===== src/rtl/memory_stage.sv =====
// Memory stage of the WISC-SP13 pipeline: data-memory access over a request/done
// handshake, branch/jump resolution and registered writeback toward decode.
module memory_stage (
   input  logic        clk,
   input  logic        rst,
   input  logic        ex_valid,
   input  logic [15:0] ALUResult_In,
   input  logic [15:0] RD2_In,
   input  logic [2:0]  WR_In,
   input  logic        RegWrite_In,
   input  logic [1:0]  RegWriteDataSel_In,
   input  logic        MemReadEn_In,
   input  logic        MemWriteEn_In,
   input  logic        Branch_In,
   input  logic        Jump_In,
   input  logic        Halt_In,
   input  logic [2:0]  SelFlag_In,
   input  logic        Z_In,
   input  logic        N_In,
   input  logic        Ofl_In,
   input  logic        Cout_In,
   input  logic [15:0] BJAddr_In,
   input  logic [15:0] PCInc_In,
   output logic [15:0] dm_addr,
   output logic [15:0] dm_wdata,
   output logic        dm_rd,
   output logic        dm_wr,
   input  logic [15:0] dm_rdata,
   input  logic        dm_done,
   output logic        stall_Out,
   output logic        PCsel_Out,
   output logic [15:0] BJAddr_Out,
   output logic        RegWrite_Out,
   output logic [2:0]  WR_Out,
   output logic [15:0] WD_Out,
   output logic        halt_Out,
   output logic        err
);
   localparam int unsigned DataW   = 16;
   localparam int unsigned RegIdxW = 3;

   typedef struct packed {
      logic [DataW-1:0]   aluResult;
      logic [RegIdxW-1:0] wr;
      logic               regWrite;
      logic [1:0]         wbSel;
      logic               memAccess;
      logic               branch;
      logic               jump;
      logic               halt;
      logic [2:0]         selFlag;
      logic               z;
      logic               n;
      logic               ofl;
      logic               cout;
      logic [DataW-1:0]   bjAddr;
      logic [DataW-1:0]   pcInc;
   } mStage_t;

   typedef enum logic {Idle, Busy} state_t;

   state_t           state;
   mStage_t          m;
   logic             mValid;
   logic             memIn;
   logic             complete;
   logic             loadM;
   logic             mMisaligned;
   logic             branchCond;
   logic             setFlag;
   logic [DataW-1:0] wbData;

   // Handshake status, branch resolution and writeback mux, all from the M register.
   always_comb begin
      memIn       = MemReadEn_In | MemWriteEn_In;
      stall_Out   = (state == Busy) & ~dm_done;
      complete    = mValid & ~stall_Out & ~halt_Out;
      // An instruction trailing a completing halt must not enter M.
      loadM       = ~stall_Out & ~halt_Out & ~(complete & m.halt);
      mMisaligned = m.memAccess & m.aluResult[0];

      branchCond = 1'b0;
      case (m.selFlag)
         3'b000:  branchCond = m.z;
         3'b001:  branchCond = ~m.z;
         3'b010:  branchCond = m.n;
         3'b011:  branchCond = ~m.n;
         default: branchCond = 1'b0;
      endcase

      setFlag = 1'b0;
      case (m.selFlag)
         3'b100:  setFlag = m.z;
         3'b101:  setFlag = m.n ^ m.ofl;
         3'b110:  setFlag = m.z | (m.n ^ m.ofl);
         3'b111:  setFlag = m.cout;
         default: setFlag = 1'b0;
      endcase

      wbData = m.aluResult;
      case (m.wbSel)
         2'b00:   wbData = m.aluResult;
         2'b01:   wbData = dm_rdata;
         2'b10:   wbData = m.pcInc;
         default: wbData = DataW'(setFlag);
      endcase

      PCsel_Out  = complete & (m.jump | (m.branch & branchCond));
      BJAddr_Out = m.bjAddr;
   end

   // M register, access FSM with registered strobes, writeback and sticky status.
   always_ff @(posedge clk or negedge rst) begin
      if (!rst) begin
         state        <= Idle;
         mValid       <= 1'b0;
         m            <= '0;
         dm_rd        <= 1'b0;
         dm_wr        <= 1'b0;
         dm_addr      <= '0;
         dm_wdata     <= '0;
         RegWrite_Out <= 1'b0;
         WR_Out       <= '0;
         WD_Out       <= '0;
         halt_Out     <= 1'b0;
         err          <= 1'b0;
      end else begin
         if (state == Busy && dm_done) begin
            state <= Idle;
            dm_rd <= 1'b0;
            dm_wr <= 1'b0;
         end

         // A new access issued here overrides the retirement above (back-to-back).
         if (loadM) begin
            mValid <= ex_valid;
            m      <= '{aluResult: ALUResult_In, wr: WR_In, regWrite: RegWrite_In,
                        wbSel: RegWriteDataSel_In, memAccess: memIn, branch: Branch_In,
                        jump: Jump_In, halt: Halt_In, selFlag: SelFlag_In, z: Z_In,
                        n: N_In, ofl: Ofl_In, cout: Cout_In, bjAddr: BJAddr_In,
                        pcInc: PCInc_In};
            if (ex_valid && memIn) begin
               if (ALUResult_In[0]) begin
                  err <= 1'b1;
               end else begin
                  state    <= Busy;
                  dm_rd    <= MemReadEn_In;
                  dm_wr    <= MemWriteEn_In;
                  dm_addr  <= ALUResult_In;
                  dm_wdata <= RD2_In;
               end
            end
         end

         if (complete) begin
            RegWrite_Out <= m.regWrite & ~mMisaligned;
            WR_Out       <= m.wr;
            WD_Out       <= wbData;
            if (m.halt) halt_Out <= 1'b1;
         end else begin
            RegWrite_Out <= 1'b0;
         end
      end
   end
endmodule


===== config.mk =====
export PLATFORM = sky130hd
export DESIGN_NAME = memory_stage
export DESIGN_NICKNAME = d
export VERILOG_FILES = /design/src/rtl/memory_stage.sv
export SDC_FILE = /design/constraint.sdc
export NUM_CORES = 1
export LEC_CHECK = 0
export CAP_MARGIN = 30
export CORE_ASPECT_RATIO = 1.2
export CORE_MARGIN = 2
export CORE_UTILIZATION = 49
export DETAILED_ROUTE_END_ITERATION = 10
export HOLD_SLACK_MARGIN = 0.06
export MAX_ROUTING_LAYER = met4
export PLACE_DENSITY = 0.95
export SYNTH_ARGS = -nofsm -noshare
export SYNTH_HDL_FRONTEND = slang
export SYNTH_SLANG_ARGS = --single-unit

===== constraint.sdc =====
create_clock -name clk -period 5 [get_ports clk]
set_input_delay 1 -clock clk [delete_from_list [all_inputs] [get_ports clk]]
set_output_delay 1 -clock clk [all_outputs]
set_load 0.03 [all_outputs]

* Yosys cells after proc, flatten, opt, wreduce, memory -nomap -nowiden *
Index checks and enable logic that the tools add are counted.

cells by class
  equal/unequal tests = 9
  muxes and demuxes = 16
  bitwise operators = 22
  reductions and logical operators = 7

operator list
  cell                                            count
  one-hot mux 16 bit (3 select lines)             1
  2-to-1 mux 1 bit                                13
  == test 3 bit (second input constant)           4
  AND 1 bit                                       10
  NOT 1 bit                                       8
  one-hot mux 1 bit (4 select lines)              2
  == test 3 x 2 -> 1 bit (second input constant)  2
  AND reduction 3 bit                             2
  == test 3 x 1 -> 1 bit (second input constant)  1
  logical NOT 3 bit                               1
  bitwise OR 1 bit                                3
  == test 2 x 1 -> 1 bit (second input constant)  1
  == test 2 bit (second input constant)           1
  logical AND 1 bit                               2
  logical NOT 2 bit                               1
  AND reduction 2 bit                             1
  XOR 1 bit                                       1

storage, ports and cells
  flip-flop bits (word level) = 122
  input bits = 102
  output and inout bits = 74

* Depth between registers and ports, before layout *
Gate-level depths: netlist of run 1.

  depth after elaboration = 9
  gate-level depth with buffers = 6
  mapped depth without buffers = 4

* Least setup slack after synthesis of run 1 *
No wires, ideal clock.

  path type = input to output
  start = input port dm_done
  end = output port PCsel_Out
  arrival = 2.135 ns
  data required time = 4.000 ns
  setup slack = 1.865 ns
  cell stages on the path = 5
  buffers on the path = 2
  cell sequence = nor2b_2 > nor3b_1 > buf_2 > buf_1 > o21a_1

between the ends
  word-level cells in the longest chain between the ends = 6

ends and longest elaborated chain
  what                     RTL line  source
  start, declared          29        input logic dm_done,
  NOT 1 bit                76        stall_Out = (state == Busy) & ~dm_done;
  AND 1 bit                76
  NOT 1 bit                77        complete = mValid & ~stall_Out & ~halt_Out;
  AND 1 bit (2 in series)  77
  AND 1 bit                108       PCsel_Out = complete & (m.jump | (m.branch & branchCond));
  end, declared            31        output logic PCsel_Out,

Every way passes these cells.

* Worst setup path in the final report of run 1 *
Same ends and word-level chain as after synthesis.

==> results_dict.tcl, run 1 <==
set metrics [dict create \
    status "finished, final reports clean" \
    p_clk_share_pct 22.7 \
    post-route-drc-count 0 \
    path_clk_slew_ps 50 \
    place.gp.congestion 0.779 \
    yosysWarnings 0 \
    synthesis.instances 367 \
    cp_common_cell "clkdlybuf4s50_1" \
    die_area_um2 11200 \
    synth_edf_count 0 \
    synth_seq_cells 122 \
    cp-end-kind "output pin" \
    slew_headroom_pct 40.2 \
    grt_pass1_vias 3793 \
    io_buffers 174 \
    seq_area_um2 3050 \
    fp.dieW_um 96.9 \
    grt_pass1_wl_um 19300 \
    critical_path.max_stage_delay_ps 680 \
    htreeDepth 4 \
    cts_hold_buf 0 \
    seqPwrFrac_pct 34.5 \
    grt_max_degree 74 \
    post_drt_wl_per_cell_um 18.0 \
    synth-simple-area-share_pct 4.07 \
    cts_tree "built" \
    rows 40 \
    slowest_stage "clkdlybuf4s50_1" \
    via_per_inst 5.17 \
    rsz0062_at_grt "no" \
    diodes 0 \
    tns_ps 0 \
    gr-usage-met1_pct 25.2 \
    synth.largest_area_cell "dfrtp_1" \
    grt.busiest_layer "met2" \
    yosysMostFrequentCell "dfrtp_1" \
    finClkSkew_ps 9.20 \
    max_slew.worst_pin.slew_ps 897 \
    cts_inserted_buffers 17 \
    syn_to_final_growth_pct 45.6 \
    ant_nets 0 \
    grt_use_met3_pct 4.89 \
    drtIter0Drc 107 \
    clock.fmax_mhz 271 \
    drive_above_1_share_pct 20.7 \
    synth_top_area_share_pct 60.2 \
    synth-adder-area-share_pct 0 \
    switching_power_mw 1.89 \
    switching_share_pct 35.9 \
    min_path_type "reg2reg" \
    crit_required_ps 4000 \
    slew_violations 0 \
    cts_resized 0 \
    synth_top_family_by_area "multiplexers" \
    wirelength_um 12000 \
    ys_async_sr_fraction_pct 100 \
    synth.area.top_cells "dfrtp_1, mux2_2, mux2_1, mux2i_1, a21oi_1" \
    p_per_area_nw_per_um2 711 \
    grt_use_met2_pct 40.7 \
    ios 176 \
    syn_avg_cell_area_um2 13.8 \
    p_leak_nw 3.11 \
    vias 3443 \
    vdd_drop_max_v 0.000358 \
    startpoint_type "primary input" \
    fp.coreArea_um2 10100 \
    multi_input_area_um2 1780 \
    maxCapViolations 0 \
    hpwl_um 8290 \
    holdWs_ps 483 \
    antenna_found_initial 0 \
    ys_types 30 \
    synthesis.area_um2 5070 \
    critPathKind "in2out" \
    nFillCells 645 \
    clock_latency_ps 400 \
    finalCritPeriodShare_pct 73.8 \
    intPower_mw 3.37 \
    synth_nets 469 \
    drtPass1Iterations 4 \
    root_buffer "clkbuf_16" \
    crit_arrival_ps 2690 \
    synth-xor-area-share_pct 0.345 \
    final.min_clock_period_ps 3690 \
    track_usage_pct 22.9 \
    synthFlopType "dfrtp_1" \
    synth_compound_area_share_pct 4.44 \
    power.total_mw 5.26 \
    synth.yosys.seq_area_share_pct 60.2 \
    cp_cell_sequence "clkdlybuf4s50_1 -> nor2b_2 -> nor3b_2 -> o21a_1 -> clkdlybuf4s50_1" \
    synthMuxAreaShare_pct 26.0 \
    die_height_um 115 \
    start_util_pct 50.4 \
    clk_path_buf_depth 2 \
    final-hold-violation-count 0 \
    nets 630 \
    cp_max_fo 4 \
    postCtsSetupBuffers 0 \
    setup_viol 0 \
    clkSinkCount 122 \
    gr-total-overflow 0 \
    synth_commonest_cells "dfrtp_1, mux2_2, nor2_1, a21oi_1, mux2_1" \
    power_frac_comb_pct 42.9 \
]
-- cells in the final DEF, fill, tap and decap left out, types with 2 or more instances in the layout --
master,n
nor2_1,34
mux2_2,72
bufinv_16,2
clkbuf_16,17
clkbuf_1,2
xor2_1,2
clkbuf_8,4
clkinv_2,5
a21oi_1,32
dfrtp_1,122
mux2_1,29
a21boi_0,2
clkdlybuf4s50_1,173
mux2i_1,18
buf_4,5
-- area by class of cell --
cell class              instances  area share [%]
flip-flops and latches        122            41.3
repair buffers                180            24.6
multi-input cells             207            24.1
clock buffers                  23            6.60
well taps                     126            2.13
clock inverters                 8            1.25
-- sequential cells by signal (all words and copies together), names as in the netlist --
name          cells
mValid            1
dm_addr          15
WD_Out           16
err               1
BJAddr_Out       16
WR_Out            3
RegWrite_Out      1
m                49
state             1
dm_wdata         16
dm_wr             1
halt_Out          1
dm_rd             1
-- metal layers --
layer,vias up,part of all wire [%]
li1,1586,-
met5,-,0
met2,108,55
met1,1733,39
met3,16,3.9
met4,0,1.7
-- critical path: cells and delay by family --
family | cells | cell delay, ps
simple gates | 2 | 330
compound gates | 1 | 160
buf+inv | 2 | 1190
-- power by group through the flow --
stage	Sequential (mW)	Combinational, mW	Clock, mW
2_1_floorplan	2.14	1.10	0
3_3_place_gp	1.80	2.15	0
3_5_place_dp	1.83	2.26	0
4_1_cts	1.82	2.28	1.21
5_1_grt	1.88	2.39	1.25
6_report	1.81	2.25	1.19
-- kinds of logic (layout without fill, tap and decap cells) --
group,after synthesis,after routing
flops,122,122
mux,119,119
simple gates,45,45
compound gates,40,40
buf+inv,38,211
xor+xnor,2,2
other cells,1,1
-- stage by stage --
| stage | setup slack, ps | std cells | utilization [%] | cell area (µm²) |
|---|---|---|---|---|
| 6_report | 1310 | 666 | 73.5 | 7390 |
| 5_1_grt | 1230 | 666 | 73.5 | 7390 |
| 4_1_cts | 1280 | 665 | 73.3 | 7370 |
| 3_5_place_dp | 1300 | 634 | 67.5 | 6790 |
| 3_3_place_gp | 1310 | 633 | 67.2 | 6760 |
| 2_1_floorplan | 1860 | 367 | - | 5070 |
-- worst paths after layout --
path,start,end,slack (ps),depth (start not counted)
max,dm_done,PCsel_Out,1310,5
max in group asynchronous,rst,dm_addr[4],3090,2
min in group asynchronous,rst,BJAddr_Out[0],720,1
min reg2reg,dm_addr[1],dm_addr[1],480,1
max reg2reg,state,BJAddr_Out[6],2900,4
min,dm_addr[1],dm_addr[1],480,1
Note: power is estimated with default switching activity, not from simulation.
==> run 2: changes to the inputs <==
- CORE_UTILIZATION: 49 -> 45
- PLACE_DENSITY: 0.95 -> 0.89
- clock period: 5 -> 3.4 ns (I/O delays scaled with it)
==> run 2 against run 1 <==
- design area grew 0.47%
- critical endpoint is now stall_Out
- die area grew 8.5%
- global-route usage shrank 1.6 points
- first-iteration DRC count shrank 32%
==> results_dict.tcl, run 2 (synthesis results as in run 1) <==
set metrics [dict create \
    status "finished, final reports clean" \
    startpoint_type "primary input" \
    place.gp.congestion 0.810 \
    die_area_um2 12100 \
    postPlaceCellArea_um2 6820 \
    maxCapViolations 0 \
    seq_area_um2 3050 \
    p_leak_nw 3.12 \
    postCtsSetupBuffers 0 \
    ios 176 \
    postLayoutCellArea_um2 7430 \
    setup_viol 0 \
    max_slew.worst_pin.slew_ps 825 \
    r2r_slack_ps 1330 \
    clkSinkCount 122 \
    grt_max_degree 69 \
    crit_required_ps 2720 \
    path_clk_slew_ps 50 \
    gr-total-overflow 0 \
    htreeDepth 4 \
    nets 632 \
    rsz0062_at_grt "no" \
    grt_pass1_vias 3766 \
    post-route-drc-count 0 \
    cts_hold_buf 0 \
    p_clk_share_pct 23.2 \
    slew_headroom_pct 45.0 \
    min_path_type "in2async" \
    finalCritPeriodShare_pct 83.5 \
    hpwl_um 8460 \
    cts_tree "built" \
    cts_inserted_buffers 17 \
    die_height_um 120 \
    startpoint "dm_done" \
    syn_to_final_growth_pct 46.3 \
    fp.dieW_um 101 \
    final.min_clock_period_ps 2840 \
    p_per_area_nw_per_um2 1050 \
    tns_ps 0 \
    top_register "m" \
    grt_pass1_wl_um 19000 \
    wirelength_um 12000 \
    vdd_drop_max_v 0.000453 \
    crit_arrival_ps 2160 \
    slew_violations 0 \
    rows 42 \
    clk_path_buf_depth 2 \
    vias 3455 \
    clock_latency_ps 410 \
    post_drt_wl_per_cell_um 17.8 \
    final_common_cell "clkdlybuf4s50_1" \
    drtPass1Iterations 4 \
    largest_reg_flops 49 \
    power_frac_comb_pct 43.0 \
    switching_share_pct 35.5 \
    antenna_found_initial 0 \
    r2r_end "dm_addr[4]" \
    track_usage_pct 21.3 \
    cp_max_fo 4 \
    diodes 0 \
    final_cell_mix "clkdlybuf4s50_1, dfrtp_1, mux2_2" \
    critPathKind "in2out" \
    root_buffer "clkbuf_16" \
    r2r_cells 5 \
    r2r-start "state" \
    multi_input_area_um2 1780 \
    ant_nets 0 \
    drtIter0Drc 73 \
    final-hold-violation-count 0 \
    clock.fmax_mhz 352 \
    seqPwrFrac_pct 33.8 \
    finClkSkew_ps 7.61 \
    nFillCells 783 \
    switching_power_mw 2.75 \
    intPower_mw 5.01 \
    drive_above_1_share_pct 21.0 \
    via_per_inst 5.13 \
    io_buffers 174 \
    cp-end-kind "output pin" \
    start_util_pct 46.0 \
    fp.coreArea_um2 11000 \
    cts_resized 0 \
]
-- run 2: worst max-delay path by stage --
stage           endpoint  slack [ps]
6_report       stall_Out         560
5_1_grt        stall_Out         510
4_1_cts        stall_Out         560
3_5_place_dp   stall_Out         570
3_3_place_gp   stall_Out         600
2_1_floorplan  PCsel_Out         900
-- run 2: area by class of cell --
cell class,instances,share of cell area (%)
clock inverter,8,1.58
tap,132,2.22
timing repair buffer,182,24.6
multi-input combinational,207,24.0
sequential,122,41.1
clock buffer,23,6.44
-- run 2: routing by layer --
layer,global-route usage (%),vias up,routed length (µm)
met5,-,-,0
met4,9.12,0,323
met3,5.72,29,578
met2,37.0,109,6560
met1,22.7,1726,4510
li1,-,1591,-
-- run 2: per-stage QoR --
step	hold slack (ps)	setup slack (ps)	std cells	power (mW)	utilization (%)
after floorplan	384	905	367	4.76	-
after detailed placement	459	572	642	5.99	61.8
after global routing	414	510	674	8.16	67.3
final	369	563	674	7.76	67.3
after global placement	470	602	642	5.84	61.8
after CTS	386	559	673	7.82	67.2
-- run 2: worst max-delay path: stages --
cell and delay [ps]:
clkdlybuf4s50_1 450, nor2b_2 290, clkdlybuf4s50_1 730
-- run 2: power groups by stage --
stage | clock network (mW) | registers [mW] | logic, mW
after floorplan | 0 | 3.14 | 1.61
after global placement | 0 | 2.62 | 3.22
after detailed placement | 0 | 2.68 | 3.31
after CTS | 1.83 | 2.66 | 3.33
after global routing | 1.90 | 2.72 | 3.54
final | 1.80 | 2.63 | 3.33
==> run 3: changes to the inputs <==
- CORE_UTILIZATION: 45 -> 41
- PLACE_DENSITY: 0.89 -> 0.86
- clock period: 3.4 -> 2.48 ns (I/O delays scaled with it)
==> run 3 against run 2 <==
- combinational power is 38% higher
- clock-buffer cell count up 4
- die area up 9.4%
- clock power up 23%
- worst setup slack lost 470 ps
- design area barely moved
- sequential share of layout area hardly changed
- critical path depth unchanged
==> results_dict.tcl, run 3 (synthesis results as in run 1) <==
set metrics [dict create \
    max_slew.worst_pin.slew_ps 850 \
    place.gp.congestion 0.783 \
    final_common_cell "clkdlybuf4s50_1" \
    clock.fmax_mhz 418 \
    gr-total-overflow 0 \
    clkSinkCount 122 \
    largest_reg_flops 49 \
    maxCapViolations 0 \
    root_buffer "clkbuf_16" \
    io_buffers 174 \
    drive_above_1_share_pct 20.7 \
    post-route-drc-count 0 \
    fp.coreArea_um2 12100 \
    cts_hold_buf 0 \
    min_path_type "in2async" \
    holdWs_ps 70.8 \
    crit_required_ps 1980 \
    via_per_inst 4.98 \
    p_per_area_nw_per_um2 1400 \
    antenna_found_initial 0 \
    crit_arrival_ps 1900 \
    final.min_clock_period_ps 2390 \
    final_cell_count_no_fill 701 \
    cts_inserted_buffers 17 \
    r2r_cells 5 \
    die_height_um 126 \
    syn_to_final_growth_pct 46.2 \
    top_register "m" \
    vdd_drop_max_v 0.000593 \
    r2r_slack_ps 600 \
    grt_pass1_wl_um 19500 \
    vias 3488 \
    cts_tree "built" \
    clk_path_buf_depth 2 \
    cp_cell_sequence "clkdlybuf4s50_1 -> nor2b_2 -> clkdlybuf4s50_1" \
    grt_pass1_vias 3867 \
    critical_path.max_stage_delay_ps 720 \
    startpoint_type "primary input" \
    critPathKind "in2out" \
    setup_ws_ps 88.4 \
    place_ws_ps 73.7 \
    setup_viol 0 \
    track_usage_pct 19.6 \
    final_cell_mix "clkdlybuf4s50_1, dfrtp_1, mux2_2" \
    slew_violations 0 \
    clock_latency_ps 400 \
    start_util_pct 41.9 \
    finalCritPeriodShare_pct 96.4 \
    die_area_um2 13300 \
    rows 44 \
    postCtsSetupBuffers 0 \
    diodes 0 \
    cp_max_fo 3 \
    ant_nets 0 \
    hpwl_um 8460 \
    path_clk_slew_ps 50 \
    final-hold-violation-count 0 \
    cp-end-kind "output pin" \
    slew_headroom_pct 43.0 \
    p_leak_nw 3.10 \
    place_inst 672 \
    nets 632 \
    finClkSkew_ps 5.55 \
    rsz0062_at_grt "no" \
    post_drt_wl_per_cell_um 17.3 \
    drtIter0Drc 101 \
    fp.dieW_um 106 \
    ios 176 \
    status "finished, final reports clean" \
    r2r_end "dm_wdata[0]" \
    drtPass1Iterations 6 \
    slowest_stage "clkdlybuf4s50_1" \
    wirelength_um 12100 \
    tns_ps 0 \
    htreeDepth 4 \
    grt_max_degree 69 \
    cts_resized 0 \
    cp_common_cell "clkdlybuf4s50_1" \
    r2r-start "state" \
]
run 3: metrics by stage:
step / area (µm²) / utilization, % / power, mW
floorplan: 5070 / - / 6.52
global placement: 6890 / 56.9 / 8.04
detailed placement: 6890 / 56.9 / 8.22
CTS: 7420 / 61.3 / 10.5
global route: 7420 / 61.3 / 10.9
finish: 7420 / 61.3 / 10.4
run 3: metal layers:
metal / global-route usage [%] / part of all wire (%) / wire length [µm]
met1: 21.5 / 39 / 4770
met5: - / 0 / 0
met3: 4.35 / 4.3 / 514
met4: 8.75 / 1.9 / 233
met2: 34.0 / 54 / 6570
run 3: power breakdown:
part / total (mW) / switching [mW] / leakage (nW) / internal (mW)
combinational: 4.60 / 2.39 / 1.40 / 2.22
sequential: 3.56 / 0.565 / 1.44 / 3.00
clock: 2.21 / 0.791 / 0.265 / 1.42
total: 10.4 / 3.74 / 3.10 / 6.63
run 3: final cells by class:
cell class              instances  area, µm²
flip-flops and latches        122       3050
well taps                     161        201
repair buffers                182       1850
fillers                       942       4690
clock buffers                  27        523
multi-input cells             207       1790
clock inverters                 2       10.0
run 3: worst max-delay path: cells and delay by family:
family	cells	cell delay [ps]
AND/OR/NAND/NOR	1	230
buffers and inverters	2	1170
run 3: how the worst max path moves through the flow:
| stage | startpoint | endpoint | slack (ps) |
|---|---|---|---|
| 3_5_place_dp | dm_done | dm_wdata[1] | 70 |
| 2_1_floorplan | state | PCsel_Out | 350 |
| 5_1_grt | dm_done | stall_Out | 40 |
| 4_1_cts | dm_done | stall_Out | 90 |
| 6_report | dm_done | stall_Out | 90 |
| 3_3_place_gp | dm_done | stall_Out | 100 |
